$ cat config.mk
export PLATFORM = sky130hd
export DESIGN_NAME = sae_stream_ctrl_flat
export DESIGN_NICKNAME = d
export VERILOG_FILES = /design/src/rtl/sae_stream_ctrl_if.sv /design/src/rtl/sae_stream_ctrl.sv /design/src/flat_wrapper.sv
export SDC_FILE = /design/constraint.sdc
export NUM_CORES = 1
export LEC_CHECK = 0
export CORE_MARGIN = 2
export CORE_UTILIZATION = 43
export CTS_BUF_LIST = sky130_fd_sc_hd__clkbuf_16
export CTS_CLUSTER_SIZE = 30
export DETAILED_ROUTE_END_ITERATION = 8
export PLACE_DENSITY = 0.87
export SYNTH_ARGS = -nofsm -noshare
export SYNTH_HDL_FRONTEND = slang
export SYNTH_SLANG_ARGS = --single-unit
$ cat constraint.sdc
create_clock -name clk -period 2 [get_ports clk]
set_input_delay 0.2 -clock clk [delete_from_list [all_inputs] [get_ports clk]]
set_output_delay 0.2 -clock clk [all_outputs]
set_load 0.02 [all_outputs]
$ cat src/rtl/sae_stream_ctrl_if.sv
// Plaintext-in and ciphertext-out character streams of the SAE message sequencer.
// The master modport is the sequencer side; the slave modport is the source/sink side.
interface sae_stream_ctrl_if;
  logic       in_valid;
  logic [7:0] in_char;
  logic       in_ready;
  logic       out_valid;
  logic [7:0] out_char;
  logic       out_ready;

  modport master (
    input  in_valid, in_char, out_ready,
    output in_ready, out_valid, out_char
  );

  modport slave (
    output in_valid, in_char, out_ready,
    input  in_ready, out_valid, out_char
  );
endinterface

$ cat src/rtl/sae_stream_ctrl.sv
// Message-level sequencer for the character-wise SAE encryption core: feeds plaintext
// one character at a time, waits for C_ready and streams the ciphertext out.
module sae_stream_ctrl #(
  parameter int unsigned LEN_W     = 8,
  parameter int unsigned TIMEOUT   = 16,
  parameter logic [1:0]  MODE_ENC  = 2'b10,
  parameter logic [1:0]  MODE_IDLE = 2'b00
) (
  input  logic             clk,
  input  logic             rst,
  input  logic             start,
  input  logic [7:0]       key,
  input  logic [LEN_W-1:0] msg_len,
  input  logic             abort,
  sae_stream_ctrl_if.master strm,
  output logic [1:0]       core_mode,
  output logic [7:0]       core_plaintext,
  output logic [7:0]       core_key,
  input  logic [7:0]       core_ctext,
  input  logic             core_c_ready,
  input  logic             core_err,
  output logic             busy,
  output logic             done,
  output logic             err,
  output logic [1:0]       err_code
);

  typedef enum logic [2:0] {
    S_IDLE  = 3'd0,
    S_LOAD  = 3'd1,
    S_ISSUE = 3'd2,
    S_OUT   = 3'd3,
    S_DONE  = 3'd4
  } state_t;

  localparam logic [7:0]       TMO_LAST = 8'(TIMEOUT - 32'd1);
  localparam logic [LEN_W-1:0] CNT_ZERO = {LEN_W{1'b0}};
  localparam logic [LEN_W-1:0] CNT_ONE  = {{(LEN_W-1){1'b0}}, 1'b1};

  state_t           state_r, state_nxt_s;
  logic [LEN_W-1:0] cnt_r, msg_len_r, cnt_inc_s;
  logic [7:0]       tcnt_r;
  logic             in_ready_r, out_valid_r;
  logic [7:0]       out_char_r;
  logic             start_acc_s, load_fire_s, capture_s, out_fire_s, err_set_s;
  logic [1:0]       err_code_nxt_s;

  assign strm.in_ready  = in_ready_r;
  assign strm.out_valid = out_valid_r;
  assign strm.out_char  = out_char_r;
  assign cnt_inc_s      = cnt_r + CNT_ONE;

  // Next-state and per-cycle control strobes; abort in a busy state overrides everything.
  always_comb begin
    state_nxt_s    = state_r;
    start_acc_s    = 1'b0;
    load_fire_s    = 1'b0;
    capture_s      = 1'b0;
    out_fire_s     = 1'b0;
    err_set_s      = 1'b0;
    err_code_nxt_s = 2'b00;
    if (abort && (state_r != S_IDLE)) begin
      state_nxt_s    = S_IDLE;
      err_set_s      = 1'b1;
      err_code_nxt_s = 2'b11;
    end else begin
      case (state_r)
        S_IDLE: begin
          if (start && !abort) begin
            start_acc_s = 1'b1;
            state_nxt_s = (msg_len == CNT_ZERO) ? S_DONE : S_LOAD;
          end else begin
            state_nxt_s = S_IDLE;
          end
        end
        S_LOAD: begin
          if (strm.in_valid && in_ready_r) begin
            load_fire_s = 1'b1;
            state_nxt_s = S_ISSUE;
          end else begin
            state_nxt_s = S_LOAD;
          end
        end
        S_ISSUE: begin
          if (core_c_ready && core_err) begin
            err_set_s      = 1'b1;
            err_code_nxt_s = 2'b01;
            state_nxt_s    = S_IDLE;
          end else if (core_c_ready) begin
            capture_s   = 1'b1;
            state_nxt_s = S_OUT;
          end else if (tcnt_r == TMO_LAST) begin
            err_set_s      = 1'b1;
            err_code_nxt_s = 2'b10;
            state_nxt_s    = S_IDLE;
          end else begin
            state_nxt_s = S_ISSUE;
          end
        end
        S_OUT: begin
          if (strm.out_ready && out_valid_r) begin
            out_fire_s  = 1'b1;
            state_nxt_s = (cnt_inc_s == msg_len_r) ? S_DONE : S_LOAD;
          end else begin
            state_nxt_s = S_OUT;
          end
        end
        S_DONE:  state_nxt_s = S_IDLE;
        default: state_nxt_s = S_IDLE;
      endcase
    end
  end

  // State, datapath and registered outputs; outputs follow the next state so they
  // line up with the state they describe.
  always_ff @(posedge clk) begin
    if (rst) begin
      state_r        <= S_IDLE;
      cnt_r          <= CNT_ZERO;
      msg_len_r      <= CNT_ZERO;
      tcnt_r         <= 8'd0;
      in_ready_r     <= 1'b0;
      out_valid_r    <= 1'b0;
      out_char_r     <= 8'd0;
      core_mode      <= MODE_IDLE;
      core_plaintext <= 8'd0;
      core_key       <= 8'd0;
      busy           <= 1'b0;
      done           <= 1'b0;
      err            <= 1'b0;
      err_code       <= 2'b00;
    end else begin
      state_r     <= state_nxt_s;
      in_ready_r  <= (state_nxt_s == S_LOAD);
      out_valid_r <= (state_nxt_s == S_OUT);
      busy        <= (state_nxt_s != S_IDLE);
      done        <= (state_nxt_s == S_DONE);
      core_mode   <= (state_nxt_s == S_ISSUE) ? MODE_ENC : MODE_IDLE;
      if (start_acc_s) begin
        core_key  <= key;
        msg_len_r <= msg_len;
        cnt_r     <= CNT_ZERO;
        err       <= 1'b0;
        err_code  <= 2'b00;
      end
      if (load_fire_s) begin
        core_plaintext <= strm.in_char;
        tcnt_r         <= 8'd0;
      end else if (state_r == S_ISSUE) begin
        tcnt_r <= tcnt_r + 8'd1;
      end
      if (capture_s) begin
        out_char_r <= core_ctext;
      end
      if (out_fire_s) begin
        cnt_r <= cnt_inc_s;
      end
      if (err_set_s) begin
        err      <= 1'b1;
        err_code <= err_code_nxt_s;
      end
    end
  end

endmodule

$ cat src/flat_wrapper.sv
// flat-port wrapper written by rule: the top's interface ports become plain ports
module sae_stream_ctrl_flat 
#(
  parameter int unsigned LEN_W     = 8,
  parameter int unsigned TIMEOUT   = 16,
  parameter logic [1:0]  MODE_ENC  = 2'b10,
  parameter logic [1:0]  MODE_IDLE = 2'b00
)
  (clk, rst, start, key, msg_len, abort, core_mode, core_plaintext, core_key, core_ctext, core_c_ready, core_err, busy, done, err, err_code, strm_in_valid, strm_in_char, strm_out_ready, strm_in_ready, strm_out_valid, strm_out_char);
  sae_stream_ctrl_if strm_i ();
  input  logic clk;
  input  logic rst;
  input  logic start;
  input  logic [7:0] key;
  input  logic [LEN_W-1:0] msg_len;
  input  logic abort;
  output logic [1:0] core_mode;
  output logic [7:0] core_plaintext;
  output logic [7:0] core_key;
  input  logic [7:0] core_ctext;
  input  logic core_c_ready;
  input  logic core_err;
  output logic busy;
  output logic done;
  output logic err;
  output logic [1:0] err_code;
  input wire logic [$bits(strm_i.in_valid)-1:0] strm_in_valid;
  input wire logic [$bits(strm_i.in_char)-1:0] strm_in_char;
  input wire logic [$bits(strm_i.out_ready)-1:0] strm_out_ready;
  output wire logic [$bits(strm_i.in_ready)-1:0] strm_in_ready;
  output wire logic [$bits(strm_i.out_valid)-1:0] strm_out_valid;
  output wire logic [$bits(strm_i.out_char)-1:0] strm_out_char;
  assign strm_i.in_valid = strm_in_valid;
  assign strm_i.in_char = strm_in_char;
  assign strm_i.out_ready = strm_out_ready;
  assign strm_in_ready = strm_i.in_ready;
  assign strm_out_valid = strm_i.out_valid;
  assign strm_out_char = strm_i.out_char;
  sae_stream_ctrl #(.LEN_W(LEN_W), .TIMEOUT(TIMEOUT), .MODE_ENC(MODE_ENC), .MODE_IDLE(MODE_IDLE)) u_core (.clk(clk), .rst(rst), .start(start), .key(key), .msg_len(msg_len), .abort(abort), .strm(strm_i), .core_mode(core_mode), .core_plaintext(core_plaintext), .core_key(core_key), .core_ctext(core_ctext), .core_c_ready(core_c_ready), .core_err(core_err), .busy(busy), .done(done), .err(err), .err_code(err_code));
endmodule
# Yosys cells after proc, flatten, opt, wreduce, memory -nomap -nowiden
# Index checks and enable logic that the tools add are counted.
# word_totals
inputBits	40
register_bits	60
out_inout_bits	33
# op_classes
mux	40
reduce_logical	13
n_eq_ne	9
addsub	2
# ops
operator	n
$mux W3	7
$mux W1	20
$mux W2	10
$add A8 B1 Y8 const B	2
$mux W8	2
$eq A3 B2 Y1 const B	4
$pmux W3 S4	1
$eq A8 B4 Y1 const B	1
$eq A8 B8 Y1	1
$logic_not A8 Y1	1
$eq A3 B1 Y1 const B	2
$reduce_bool A3 Y1	2
$logic_and A1 B1 Y1	5
$reduce_bool A2 Y1	2
$eq A3 B3 Y1 const B	1
$logic_not A3 Y1	1
$reduce_or A2 Y1	1
$logic_not A1 Y1	1

# Logic depth before layout (Yosys ltp)
# depth
depth_word	8
depth_mapped	8

# Least setup slack after synthesis
# Ideal clock, no wire load.
# synth_timing
kind	reg2reg
from	reg u_core.cnt_r[0]
to	reg u_core.core_mode[1]
arrival_time_ns	2.077
setup_slack_ns	-0.137
path_stages_with_launch	8
path_buffers	0
synth_period_minus_slack_ns	2.137
setup_time_ns	0.059
path_cell_list	dfxtp_1 ha_1 nand3_2 or3_4 a2111oi_4 nand3_2 a221oi_4 and2_1
# synth_between
elab_chain_cells	8
# synth_rtl
item	line	text
from (decl)	sae_stream_ctrl.sv:41	logic [LEN_W-1:0] cnt_r, msg_len_r, cnt_inc_s;
from (signal assigned)	sae_stream_ctrl.sv:156	cnt_r <= cnt_inc_s;
$add A8 B1 Y8	sae_stream_ctrl.sv:51	assign cnt_inc_s = cnt_r + CNT_ONE;
$eq A8 B8 Y1	sae_stream_ctrl.sv:103	state_nxt_s = (cnt_inc_s == msg_len_r) ? S_DONE : S_LOAD;
$mux W3	sae_stream_ctrl.sv:103	
$mux W3	sae_stream_ctrl.sv:101	if (strm.out_ready && out_valid_r) begin
$pmux W3 S4	sae_stream_ctrl.sv:67	case (state_r)
$mux W3	sae_stream_ctrl.sv:62	if (abort && (state_r != S_IDLE)) begin
$eq A3 B2 Y1	sae_stream_ctrl.sv:138	core_mode <= (state_nxt_s == S_ISSUE) ? MODE_ENC : MODE_IDLE;
$mux W2	sae_stream_ctrl.sv:138	
to (signal assigned)	sae_stream_ctrl.sv:138	
to (decl)	sae_stream_ctrl.sv:16	output logic [1:0] core_mode,
# Every way passes these cells.
# A chain may end at the register's enable or synchronous reset.

# Worst setup path in the final report
# layout_timing
from	reg u_core.cnt_r[1]
to	reg u_core.core_mode[1]
# Same word-level chain as after synthesis.

==> metrics.txt <==
total gr overflow=0; crit-path max cell delay=0.38 ns; pre-CTS WS=0.0263 ns; Post-CTS Setup Inserts=0; CTS sink cnt=59; Max Cap Viol=0; Bufs and invs on worst path=0; Critical R2R Launch=u_core.cnt_r[1]; Crit Path Max Fanout=4; reg-to-reg critical path endpoint=u_core.core_mode[1]; Via-to-Cell Ratio=5.37; Die Ht=81.7 um; detailed-route via count=2517; routability cong.=0.810; Boundary Pins=73; dominant cell type by area after synthesis=dfxtp_1; CTS Buf Count=9; DRC viols=0; CTS tree=built; clk slew on worst S/H paths=0.05 ns; antenna violations before repair=0; pwr dens=734 mW/mm2; Lkg Pwr=1.48 nW; final core utilization=0.649; clk buf depth=2; post-route minimum period=1.95 ns; Cells after Synth=300; cell family with the largest share of critical-path delay=simple AND/OR/NAND/NOR gates; top cells by area, synth=dfxtp_1, mux2i_1, nand2_1; H-tree Lvls=3; Worst R2R Path Depth=7; NumNets Final=433; Slew Limit Fails=0; top cell type's share of synthesized area=0.455; cts hold-fix bufs=0; Detail Placement HPWL=4750 um; final wirelength=6980 um; First-pass DRT Iterations=4; final setup fails=0; vias in the first global route=2496; Detail Route Antenna Nets=0; Routed WL per cell=14.9 um; Post-synth EDFFs=0; CP startpoint kind=register; crit share post-route=0.976; kind of critical path=reg2reg; Synth Flop Type=dfxtp_1; root buf cell=clkbuf_16; Fill cells=483; total die area=0.00667 mm2; unrepaired setup endpoints after global routing=yes; Worst path most repeated cell=nand3_2; fmax=512 MHz; Syn. warnings=0; number of synthesized register bits=59; fraction of registers with async set/reset=0; Synth Net Count=342; port bufs=71; Die Wd=81.7 um; Mapped Area=0.00259 mm2; WP data arrival=2.22 ns; Tot GR Track Use=0.217; wire length of the first global-routing pass=11100 um; site row count=28; largest net degree at the start of global routing=24; Max VDD drop=0.485 mV; commonest non-fill, non-tap cells in the layout=clkdlybuf4s50_1, dfxtp_1, nand2_1; CP max-delay cell=or3_4; post-synthesis cell type count=47; Placeable Area=0.00589 mm2; Skew-Pair Late Insertion Delay=0.32 ns; Ant. Diodes=0; crit-path cells=ha_4 > nand3_2 > or3_4 > a2111oi_4 > nand3_2 > a221oi_4 > and2_1; Final Skew=0.00518 ns; hold path cells=3; effective utilization at floorplan=0.441; commonest non-fill, non-tap cell in the layout=clkdlybuf4s50_1; CP endpoint kind=register; status=completed; post-synthesis sequential area ratio=0.455; final hold vios=0; syn_area_per_cell=8.65 um2; reg2reg setup slack=0.05 ns; layout cell share with drive strength beyond 1=0.135; drt initial violations=188; area growth from synthesis to layout=47.2%; Worst Path Required=2.27 ns; startpoint of the worst hold path=key[0]; PnR worst setup slack=0.0483 ns; hold endpoint=u_core.core_key[0]; worst hold path type=in2reg
==> per-stage QoR <==
step                      TNS, ns  hold WS [ns]  std cells  cell area [um2]  power [mW]
final                           0         0.435        469             3820        2.80
after global routing      -0.0628         0.460        469             3820        2.89
after CTS                       0         0.434        469             3800        2.81
after detailed placement        0         0.449        455             3540        1.52
after global placement          0         0.441        455             3540        1.51
after floorplan                 0         0.336        300             2610        1.37
==> worst register-to-register path, cell delays in order, from the launching register on <==
cell and delay (ns):
dfxtp_2 0.36, ha_4 0.15, nand3_2 0.08, or3_4 0.38, a2111oi_4 0.33, nand3_2 0.13, a221oi_4 0.31, and2_1 0.16
==> metal layers <==
| metal | vias up | part of all wire | GRT usage |
|---|---|---|---|
| met1 | 1172 | 0.40 | 0.256 |
| li1 | 1222 | - | - |
| met4 | 0 | 0.018 | 0.117 |
| met5 | - | 0 | 0 |
| met3 | 15 | 0.077 | 0.0659 |
| met2 | 108 | 0.50 | 0.352 |
==> cell type report <==
type,instances,area (um2),area share
multi-input cells,222,1390,0.363
flip-flops and latches,59,1180,0.310
repair buffers,96,898,0.235
clock buffers,9,225,0.0590
well taps,75,93.8,0.0246
clock inverters,5,22.5,0.00590
inverters,3,11.3,0.00295
==> what timing repair did <==
item,in CTS,in global routing
gates resized for setup,1,4
pin swaps,0,5
endpoints found under the setup margin,2,4
==> cell usage after synthesis, types with 2 or more instances <==
library cell,n
a21oi_1,28
a31oi_1,5
and2_1,2
and3_1,2
and3b_1,2
and4_1,2
buf_1,2
buf_2,2
clkbuf_1,11
dfxtp_1,59
ha_1,2
inv_1,3
mux2i_1,17
nand2_1,44
nand2b_1,3
nand3_1,9
nand3_2,2
nand3b_1,2
nand4_1,5
nor2_1,38
nor2b_1,3
nor3_1,4
nor3b_1,2
nor4_1,3
nor4bb_1,2
o211ai_1,2
o21ai_0,9
or3_1,3
xnor2_1,5
xor2_1,10
==> where the power goes <==
| group | switching (mW) | internal, mW |
|---|---|---|
| clock | 0.492 | 0.805 |
| combinational | 0.136 | 0.147 |
| sequential | 0.0187 | 1.20 |
==> cell families after synthesis <==
logic type | Yosys count | synth area share
buf+inv | 19 | 0.0299
compound gates | 53 | 0.133
fa+ha+maj | 2 | 0.00964
mux | 17 | 0.0656
simple gates | 134 | 0.255
other cells | 1 | 0.00145
flops | 59 | 0.455
xor+xnor | 15 | 0.0506
==> worst max path at each step <==
stage                          start              endpoint  slack (ns)  cells past startpoint
CTS                 u_core.tcnt_r[1]  u_core.strm.in_ready       0.003                      6
finish               u_core.cnt_r[1]   u_core.core_mode[1]        0.05                      7
floorplan            u_core.cnt_r[0]   u_core.core_mode[1]        0.02                      7
global route         u_core.cnt_r[1]   u_core.core_mode[1]       -0.03                      7
global placement     u_core.cnt_r[1]   u_core.core_mode[1]        0.05                      7
detailed placement   u_core.cnt_r[1]  u_core.strm.in_ready        0.03                      7
==> sequential cells by signal, summed over array words and instances (netlist names) <==
name / cells
u_core.core_key: 8
u_core.strm.out_char: 8
u_core.core_plaintext: 8
u_core.cnt_r: 8
u_core.strm.out_valid: 1
u_core.err: 1
u_core.done: 1
u_core.msg_len_r: 8
u_core.state_r: 3
u_core.err_code: 2
u_core.strm.in_ready: 1
u_core.tcnt_r: 8
u_core.busy: 1
u_core.core_mode: 1
(Power assumes the default switching activity.)
